--- src/rtl/prio_encoder_pipe.sv ---
// prio_encoder_pipe
//   Purpose : N-to-log2(N) priority encoder with enable, registered result
//             (index, any-hit, multi-hit) and valid/ready flow control.
//   Latency : 1 cycle from accept (in_valid && in_ready) to out_valid.
//   Backpressure: single output register; in_ready = !out_valid || out_ready,
//             so a stalled result blocks new input, and drain+accept in the
//             same cycle replaces the result with no bubble.
//
// Ports:
//   clk, rst             rising-edge clock, async active-high reset
//   i[N-1:0], e          request vector and enable, sampled on accept
//   in_valid / in_ready  input handshake
//   y[W-1:0]             winning request index
//   any                  at least one request while enabled
//   multi                more than one request while enabled
//   out_valid / out_ready output handshake
//
// Configuration:
//   PRIO_ENC_ROUND_ROBIN_EN undefined : fixed priority, i[N-1] wins.
//   PRIO_ENC_ROUND_ROBIN_EN defined   : round-robin; search ascends from a
//       pointer that moves to (winner + 1) mod N on every enabled hit.

module prio_encoder_pipe #(
    parameter int N = 8,
    localparam int W = (N > 1) ? $clog2(N) : 1
) (
    input  logic         clk,
    input  logic         rst,
    input  logic [N-1:0] i,
    input  logic         e,
    input  logic         in_valid,
    output logic         in_ready,
    output logic [W-1:0] y,
    output logic         any,
    output logic         multi,
    output logic         out_valid,
    input  logic         out_ready
);

    logic [W-1:0] y_q, y_d;
    logic         any_q, any_d;
    logic         multi_q, multi_d;
    logic         out_valid_q, out_valid_d;

    logic         accept;
    logic         req_any;
    logic         req_multi;
    logic [W-1:0] hit_idx;

    assign in_ready = !out_valid_q || out_ready;
    assign accept   = in_valid && in_ready;

    assign req_any   = |i;
    assign req_multi = ($countones(i) > 1);

`ifdef PRIO_ENC_ROUND_ROBIN_EN
    logic [W-1:0] ptr_q, ptr_d;

    // Walk offsets from farthest to nearest so the last assignment is the
    // first set bit at or after ptr in circular ascending order.
    always_comb begin
        hit_idx = '0;
        for (int off = N - 1; off >= 0; off--) begin
            int unsigned idx;
            idx = (int'(ptr_q) + off) % N;
            if (i[idx]) begin
                hit_idx = W'(idx);
            end
        end
    end

    always_comb begin
        ptr_d = ptr_q;
        if (accept && e && req_any) begin
            // Explicit wrap keeps ptr inside 0..N-1 when N is not a power of 2.
            ptr_d = (hit_idx == W'(N - 1)) ? '0 : hit_idx + W'(1);
        end
    end

    always_ff @(posedge clk or posedge rst) begin
        if (rst) begin
            ptr_q <= '0;
        end else begin
            ptr_q <= ptr_d;
        end
    end
`else
    // Ascending scan: the highest set bit is the last to assign.
    always_comb begin
        hit_idx = '0;
        for (int k = 0; k < N; k++) begin
            if (i[k]) begin
                hit_idx = W'(k);
            end
        end
    end
`endif

    always_comb begin
        y_d         = y_q;
        any_d       = any_q;
        multi_d     = multi_q;
        out_valid_d = out_valid_q;
        if (accept) begin
            out_valid_d = 1'b1;
            any_d       = e && req_any;
            multi_d     = e && req_multi;
            y_d         = (e && req_any) ? hit_idx : '0;
        end else if (out_ready) begin
            // Drain: index/flags keep their last value, only valid drops.
            out_valid_d = 1'b0;
        end
    end

    always_ff @(posedge clk or posedge rst) begin
        if (rst) begin
            y_q         <= '0;
            any_q       <= 1'b0;
            multi_q     <= 1'b0;
            out_valid_q <= 1'b0;
        end else begin
            y_q         <= y_d;
            any_q       <= any_d;
            multi_q     <= multi_d;
            out_valid_q <= out_valid_d;
        end
    end

    assign y         = y_q;
    assign any       = any_q;
    assign multi     = multi_q;
    assign out_valid = out_valid_q;

endmodule

--- config.mk ---
export PLATFORM = sky130hd
export DESIGN_NAME = prio_encoder_pipe
export DESIGN_NICKNAME = d
export VERILOG_FILES = /design/src/rtl/prio_encoder_pipe.sv
export SDC_FILE = /design/constraint.sdc
export NUM_CORES = 1
export LEC_CHECK = 0
export BUFFER_PORTS_ARGS = -buffer_cell sky130_fd_sc_hd__clkbuf_2
export CAP_MARGIN = 15
export CELL_PAD_IN_SITES_DETAIL_PLACEMENT = 1
export CELL_PAD_IN_SITES_GLOBAL_PLACEMENT = 1
export CORE_UTILIZATION = 35
export CTS_CLUSTER_DIAMETER = 60
export DETAILED_ROUTE_END_ITERATION = 16
export GPL_TIMING_DRIVEN = 0
export PLACE_DENSITY_LB_ADDON = 0.05
export SYNTH_ARGS = -nofsm -noshare
export SYNTH_HDL_FRONTEND = slang
export SYNTH_SLANG_ARGS = --single-unit
--- constraint.sdc ---
create_clock -name clk -period 2.2 [get_ports clk]
set_clock_uncertainty 0.2 [all_clocks]
set_input_delay 0.55 -clock clk [delete_from_list [all_inputs] [get_ports clk]]
set_output_delay 0.55 -clock clk [all_outputs]
set_load 0.02 [all_outputs]
Yosys cells after proc, flatten, opt, wreduce, memory -nomap -nowiden:

Index checks and enable logic that the tools add are counted.

* multiplexer cells: 10
* magnitude comparators: 1
* equality and inequality tests: 0
* bitwise logic cells: 0
* shift operators: 0
* $mul: 0
* div/mod/pow operators: 0
* reduce and logical (&&, ||, !) cells: 7
* add/subtract/negate cells: 7

Operators with widths (number)
* 3-bit two-way mux: 7
* 1-bit by 1-bit adder with 2-bit output: 4
* 8-bit OR reduction: 1
* 2-bit by 2-bit adder with 3-bit output: 2
* 3-bit by 3-bit adder with 4-bit output: 1
* 4-bit by 1-bit greater-than comparator with 1-bit output, second input constant: 1
* 1-bit logical AND: 3
* 1-bit two-way mux: 3
* 2-bit nonzero test: 1
* 1-bit logical NOT: 1
* 1-bit logical OR: 1

* bits in latches: 0
* bits in registers: 6
* ROM bits: 0
* logic and storage cells: 29
* memories kept: 0
* output and inout bits: 7
* RAM bits: 0

Logic depth before layout (Yosys ltp):

Gate-level depths: netlist (run 1).

* depth in word-level cells: 8
* depth in mapped cells: 12
* gate-level depth less buffers: 12

Worst setup path after synthesis (run 1):

Ideal clock, no wire load.

* path type: input -> register
* start: input i[0]
* end: register multi_q (netlist: multi)
* library setup time: 64 ps
* stages on the path: 12
* buffers on the path: 0
* required time: 1936 ps
* arrival time: 3209 ps
* path slack: -1273 ps
* cells stage by stage: fa_1 inv_1 fa_1 fa_1 inv_1 ha_1 inv_1 fa_1 nor2b_1 a31o_2 a21oi_1 a21o_1

* word-level cells in the longest chain between the ends: 5

Ends and longest elaborated chain
* start, declared: line 29 `input logic [N-1:0] i,`
* 1-bit by 1-bit adder with 2-bit output (not written as such): line 54 `assign req_multi = ($countones(i) > 1);`
* 2-bit by 2-bit adder with 3-bit output (not written as such): line 54
* 3-bit by 3-bit adder with 4-bit output (not written as such): line 54
* 4-bit by 1-bit greater-than comparator with 1-bit output: line 54
* 1-bit logical AND: line 107 `multi_d = e && req_multi;`
* end signal, assigned: line 124 `multi_q <= multi_d;`
* end, declared: line 42 `logic multi_q, multi_d;`

No other way between the ends.
A chain may end at the register's enable or synchronous reset.

Worst setup path in the final report (run 1):

Same ends and word-level chain as after synthesis.

==> results.cfg, run 1 <==
[placed_design]
dp.final_hpwl_um = 881
place.gp.congestion = 0.689
dpl_cell_area_um2 = 611
portBuffers = 19

[logic_synthesis]
synth.area.top_cells = dfrtp_1, fa_1, inv_1
yosysTopAreaCellShare_pct = 30.8
synth-main-ff-cell = dfrtp_1
syn_nets = 73
synth-seq-area-share_pct = 30.8
synth_cell_type_count = 19
syn_area_um2 = 488
synth-edff-count = 0
ys_ff_latch = 6
synth_top_area_cell = dfrtp_1
yosys_warnings = 0
syn_inst = 52
synth_common_cells = inv_1, dfrtp_1, fa_1, ha_1
synth_most_common_cell = inv_1
avgSynthCellArea_um2 = 9.38
async_reset_ff_share_pct = 100

[sta]
fmax_ghz = 0.299
fin_crit_ns = 3.35
maxSlewHeadroom_pct = 84.2
setup_ws_ns = -1.15
rsz0062_at_grt = yes
post-route-period-util_pct = 152
finalSetupViolCount = 1
worst_pin_slew_ns = 0.235
hold_viol = 0
maxSlewViolCount = 0

[clocking]
cts_buffers = 3
cts_tree = done
cts.sinks = 6
htreeDepth = 1
clock_path_buffers = 2
ctsHoldBuffers = 0
worstSkewPairLatency_ns = 0.23
cts_root_buffer = clkbuf_4
clkTransAtPathRegs_ns = 0.04

[setup_path]
end_kind = flop
crit_family = adder cells
worst-path-max-fanout = 2
critical_path.slowest_cell = fa_1
critPathArrivalTime_ns = 3.33
critical_path.max_stage_delay_ns = 0.53
crit_required_ns = 2.18
setup.worst_path.start_class = primary input
crit_chain = clkbuf_2 > fa_1 > inv_1 > fa_1 > fa_1 > inv_1 > ha_2 > inv_2 > fa_2 > nor2b_1 > a31o_2 > a21oi_2 > a21o_1
crit_top_cell = fa_1
crit_type = primary input to flop
crit_buf_inv = 4

[cells_and_area]
fillers = 172
final_core_util_pct = 49.2
final_layout_size_suffix_gt1_share_pct = 40.0
fin_area_um2 = 641
syn_to_final_growth_pct = 31.3
num_antenna_cells = 0
nets = 98

[floorplanning]
rows = 13
start_util_pct = 37.5
coreArea_mm2 = 0.00130
die_x_um = 39.3
num_io_pins = 20
fp.dieArea_mm2 = 0.00155
die_h_um = 39.3

[routing]
drtIter0Drc = 1
vias = 430
detail-route-antenna-nets = 0
avgViaCountPerCell = 4.78
drc = 0
wirelength_um = 983
firstDrtPassIters = 2
drt-wirelength-per-cell_um = 10.9

[global_routing]
grt_overflow_total = 0
grt_pass1_vias = 424
grt_usage_pct = 16.2
grt_max_degree = 7
antenna_found_initial = 0
grt_pass1_wl_um = 1750

[outcome]
violations = setup timing
outcome = finished with violations

[power]
peakVddDrop_mv = 0.249
p_leak_nw = 0.365
power.density_mw_per_mm2 = 633

[flow_run]
max_cap_viol_count = 0

[hold_path]
hold_class = primary input to async pin
[path summary, 6_finish.rpt]
| path | end | startpoint | cells after the start | slack [ns] |
|---|---|---|---|---|
| min in group clk | any | any | 1 | 0.28 |
| min | out_valid | rst | 2 | 0.001 |
| max in group asynchronous | any | rst | 2 | 1.61 |
| min reg2reg | any | any | 1 | 0.28 |
| max | multi | i[0] | 13 | -1.15 |
| max reg2reg | y[0] | out_valid | 4 | 0.93 |
[sequential cells by signal, summed over array words and instances, names as in the netlist]
| register | count |
|---|---|
| any | 1 |
| out_valid | 1 |
| multi | 1 |
| y | 3 |
[power breakdown]
group | switching, mW | internal, mW | total, mW
clock network | 0.0347 | 0.0614 | 0.0961
registers | 0.00893 | 0.127 | 0.136
logic | 0.0969 | 0.0769 | 0.174
total | 0.141 | 0.265 | 0.406
[cells in the final DEF, fill, tap and decap left out]
master    netlist  final
nor2b_1         1      1
nand2_1         3      3
o21ai_0         1      1
a31o_2          1      1
clkbuf_2        0     19
nor2_1          3      3
nand2b_2        1      1
inv_2           0      1
inv_1          14     13
buf_4           0      1
dfrtp_1         6      6
a22o_1          2      2
ha_2            0      1
nand3_1         1      1
ha_1            4      3
a21oi_2         0      1
nand2b_1        1      1
fa_2            0      1
nor3_1          2      2
fa_1            4      3
clkbuf_4        0      3
a21o_1          2      2
a21oi_1         3      2
o31ai_1         1      1
a31oi_1         1      1
nor4_4          1      1
[cell families (layout without fill, tap and decap cells)]
family | Yosys count | count (layout) | share of synthesized area [%]
buffers and inverters | 14 | 37 | 10.8
AOI/OAI and AO/OA | 11 | 11 | 15.4
and+or+nand+nor | 13 | 13 | 16.4
DFF | 6 | 6 | 30.8
adders and majority gates | 8 | 8 | 26.7
[per-stage QoR]
stage | TNS, ns | setup slack, ns | power (mW) | std cells | hold WS, ns
2_1_floorplan | -1.22 | -1.22 | 0.252 | 52 | 0.141
3_3_place_gp | -1.41 | -1.41 | 0.303 | 86 | 0.257
3_5_place_dp | -1.42 | -1.42 | 0.308 | 86 | 0.258
4_1_cts | -1.16 | -1.16 | 0.410 | 89 | 0.00506
5_1_grt | -1.29 | -1.29 | 0.443 | 90 | 0.0173
6_report | -1.15 | -1.15 | 0.406 | 90 | 0.00123
[layout make-up]
type | count | area, µm² | share of cell area [%]
tap | 15 | 18.8 | 2.93
inverter | 14 | 52.6 | 8.20
multi-input combinational | 32 | 294 | 45.9
sequential | 6 | 150 | 23.4
timing repair buffer | 20 | 103 | 16.0
clock buffer | 3 | 22.5 | 3.52
[repair_timing]
action / in CTS / in global routing
setup endpoints to repair: 1 / 1
buffers inserted: 0 / 1
gates resized for setup: 1 / 0
[per-layer routing]
metal | wire length, µm | vias up | global-route usage, %
met4 | 0 | 0 | 5.17
met3 | 54 | 0 | 1.70
met1 | 426 | 201 | 20.6
met5 | 0 | - | 0
li1 | - | 216 | -
met2 | 502 | 13 | 28.3
No activity file was read; power rests on OpenSTA's default activity.
==> inputs of run 2 (changes only) <==
--- a/config.mk
+++ b/config.mk
@@ -10,6 +10,7 @@
 export CELL_PAD_IN_SITES_DETAIL_PLACEMENT = 1
 export CELL_PAD_IN_SITES_GLOBAL_PLACEMENT = 1
 export CORE_UTILIZATION = 35
+export CTS_BUF_LIST = sky130_fd_sc_hd__clkbuf_16
 export CTS_CLUSTER_DIAMETER = 60
 export DETAILED_ROUTE_END_ITERATION = 16
 export GPL_TIMING_DRIVEN = 0
==> results.cfg, run 2 (synthesized netlist as in run 1, its figures left out) <==
[outcome]
outcome = finished with violations
violations = setup timing

[setup_path]
reg2reg_depth = 4
regToRegSetupSlack_ns = 0.92
end_kind = flop
critPathArrivalTime_ns = 3.33
crit_type = primary input to flop
setup.worst_path.start_class = primary input
worst-path-max-fanout = 2
crit_required_ns = 2.17

[global_routing]
grt_pass1_wl_um = 1770
antenna_found_initial = 0
grt_overflow_total = 0
grt_usage_pct = 17.5
grt_pass1_vias = 411
grt_max_degree = 7

[floorplanning]
coreArea_mm2 = 0.00130
die_h_um = 39.3
fp.dieArea_mm2 = 0.00155
num_io_pins = 20
die_x_um = 39.3
start_util_pct = 37.5
rows = 13

[placed_design]
pre_cts_slack_ns = -1.42
portBuffers = 19
place.gp.congestion = 0.689
dp.final_hpwl_um = 881

[sta]
hold_viol = 0
worst_pin_slew_ns = 0.230
hold_slack_ns = 0.0136
setup_ws_ns = -1.17
fin_crit_ns = 3.37
fmax_ghz = 0.297
post-route-period-util_pct = 153
rsz0062_at_grt = yes
finalSetupViolCount = 1
maxSlewHeadroom_pct = 84.5
maxSlewViolCount = 0

[routing]
firstDrtPassIters = 1
vias = 432
detail-route-antenna-nets = 0
drt-wirelength-per-cell_um = 11.6
drtIter0Drc = 0
wirelength_um = 1040
drc = 0
avgViaCountPerCell = 4.80

[cells_and_area]
layout_commonest_cell = clkbuf_2
syn_to_final_growth_pct = 42.1
nets = 98
final_core_util_pct = 53.3
fillers = 165
final_layout_size_suffix_gt1_share_pct = 40.0
largest_reg_flops = 3
num_antenna_cells = 0
final_cell_mix = clkbuf_2, inv_1, dfrtp_1

[power]
p_leak_nw = 0.388
peakVddDrop_mv = 0.513
power.density_mw_per_mm2 = 868

[clocking]
clkTransAtPathRegs_ns = 0.03
htreeDepth = 1
worstSkewPairLatency_ns = 0.23
cts_buffers = 3
clock_path_buffers = 2
cts_tree = done
cts.sinks = 6
cts_root_buffer = clkbuf_16

[flow_run]
max_cap_viol_count = 0

[hold_path]
hold_class = primary input to async pin
-- run 2: changes by cell type in the layout (fill, tap and decap cells not counted) --
| cell | before | now |
|---|---|---|
| clkbuf_4 | 3 | 0 |
| clkbuf_16 | 0 | 3 |
-- run 2: critical path: stages --
cell and delay (ns):
clkbuf_2 0.10, fa_1 0.53, inv_1 0.05, fa_1 0.49
fa_1 0.42, inv_1 0.07, ha_2 0.18, inv_2 0.04
fa_2 0.37, nor2b_1 0.13, a31o_2 0.22, a21oi_2 0.10
a21o_1 0.08
-- run 2: stage by stage --
| step | TNS, ns | instance area (µm²) | cells | total power, mW |
|---|---|---|---|---|
| global route | -1.30 | 693 | 90 | 0.640 |
| CTS | -1.18 | 686 | 89 | 0.607 |
| detailed placement | -1.42 | 611 | 86 | 0.308 |
| finish | -1.17 | 693 | 90 | 0.601 |
| global placement | -1.41 | 611 | 86 | 0.303 |
| floorplan | -1.22 | 497 | 52 | 0.252 |
-- run 2: what timing repair did --
item,4_1_cts,5_1_grt
gates resized for setup,1,0
endpoints found under the setup margin,1,1
hold buffers,0,0
buffers inserted,0,1
-- run 2: worst paths after layout --
| check | startpoint | end |
|---|---|---|
| max reg2reg | out_valid | y[0] |
| max in group asynchronous | rst | any |
| min in group clk | multi | multi |
| min | rst | y[2] |
| min reg2reg | multi | multi |
| max | i[0] | multi |
-- run 2: final cells by class --
cell class	instances	area, µm²	share of cell area [%]
flip-flops and latches	6	150	21.7
inverters	14	52.6	7.58
clock buffers	3	75.1	10.8
multi-input cells	32	294	42.4
repair buffers	20	103	14.8
well taps	15	18.8	2.71
-- run 2: routing by layer --
layer  track usage, %  routed length [µm]
met1             21.3                 447
met2             27.1                 532
met3             5.11                  60
met4             10.3                   4
met5                0                   0
-- run 2: report_power, final --
group / internal, mW / leakage [nW] / switching, mW
combinational: 0.0771 / 0.278 / 0.0973
sequential: 0.127 / 0.0734 / 0.00935
clock: 0.233 / 0.0370 / 0.0577
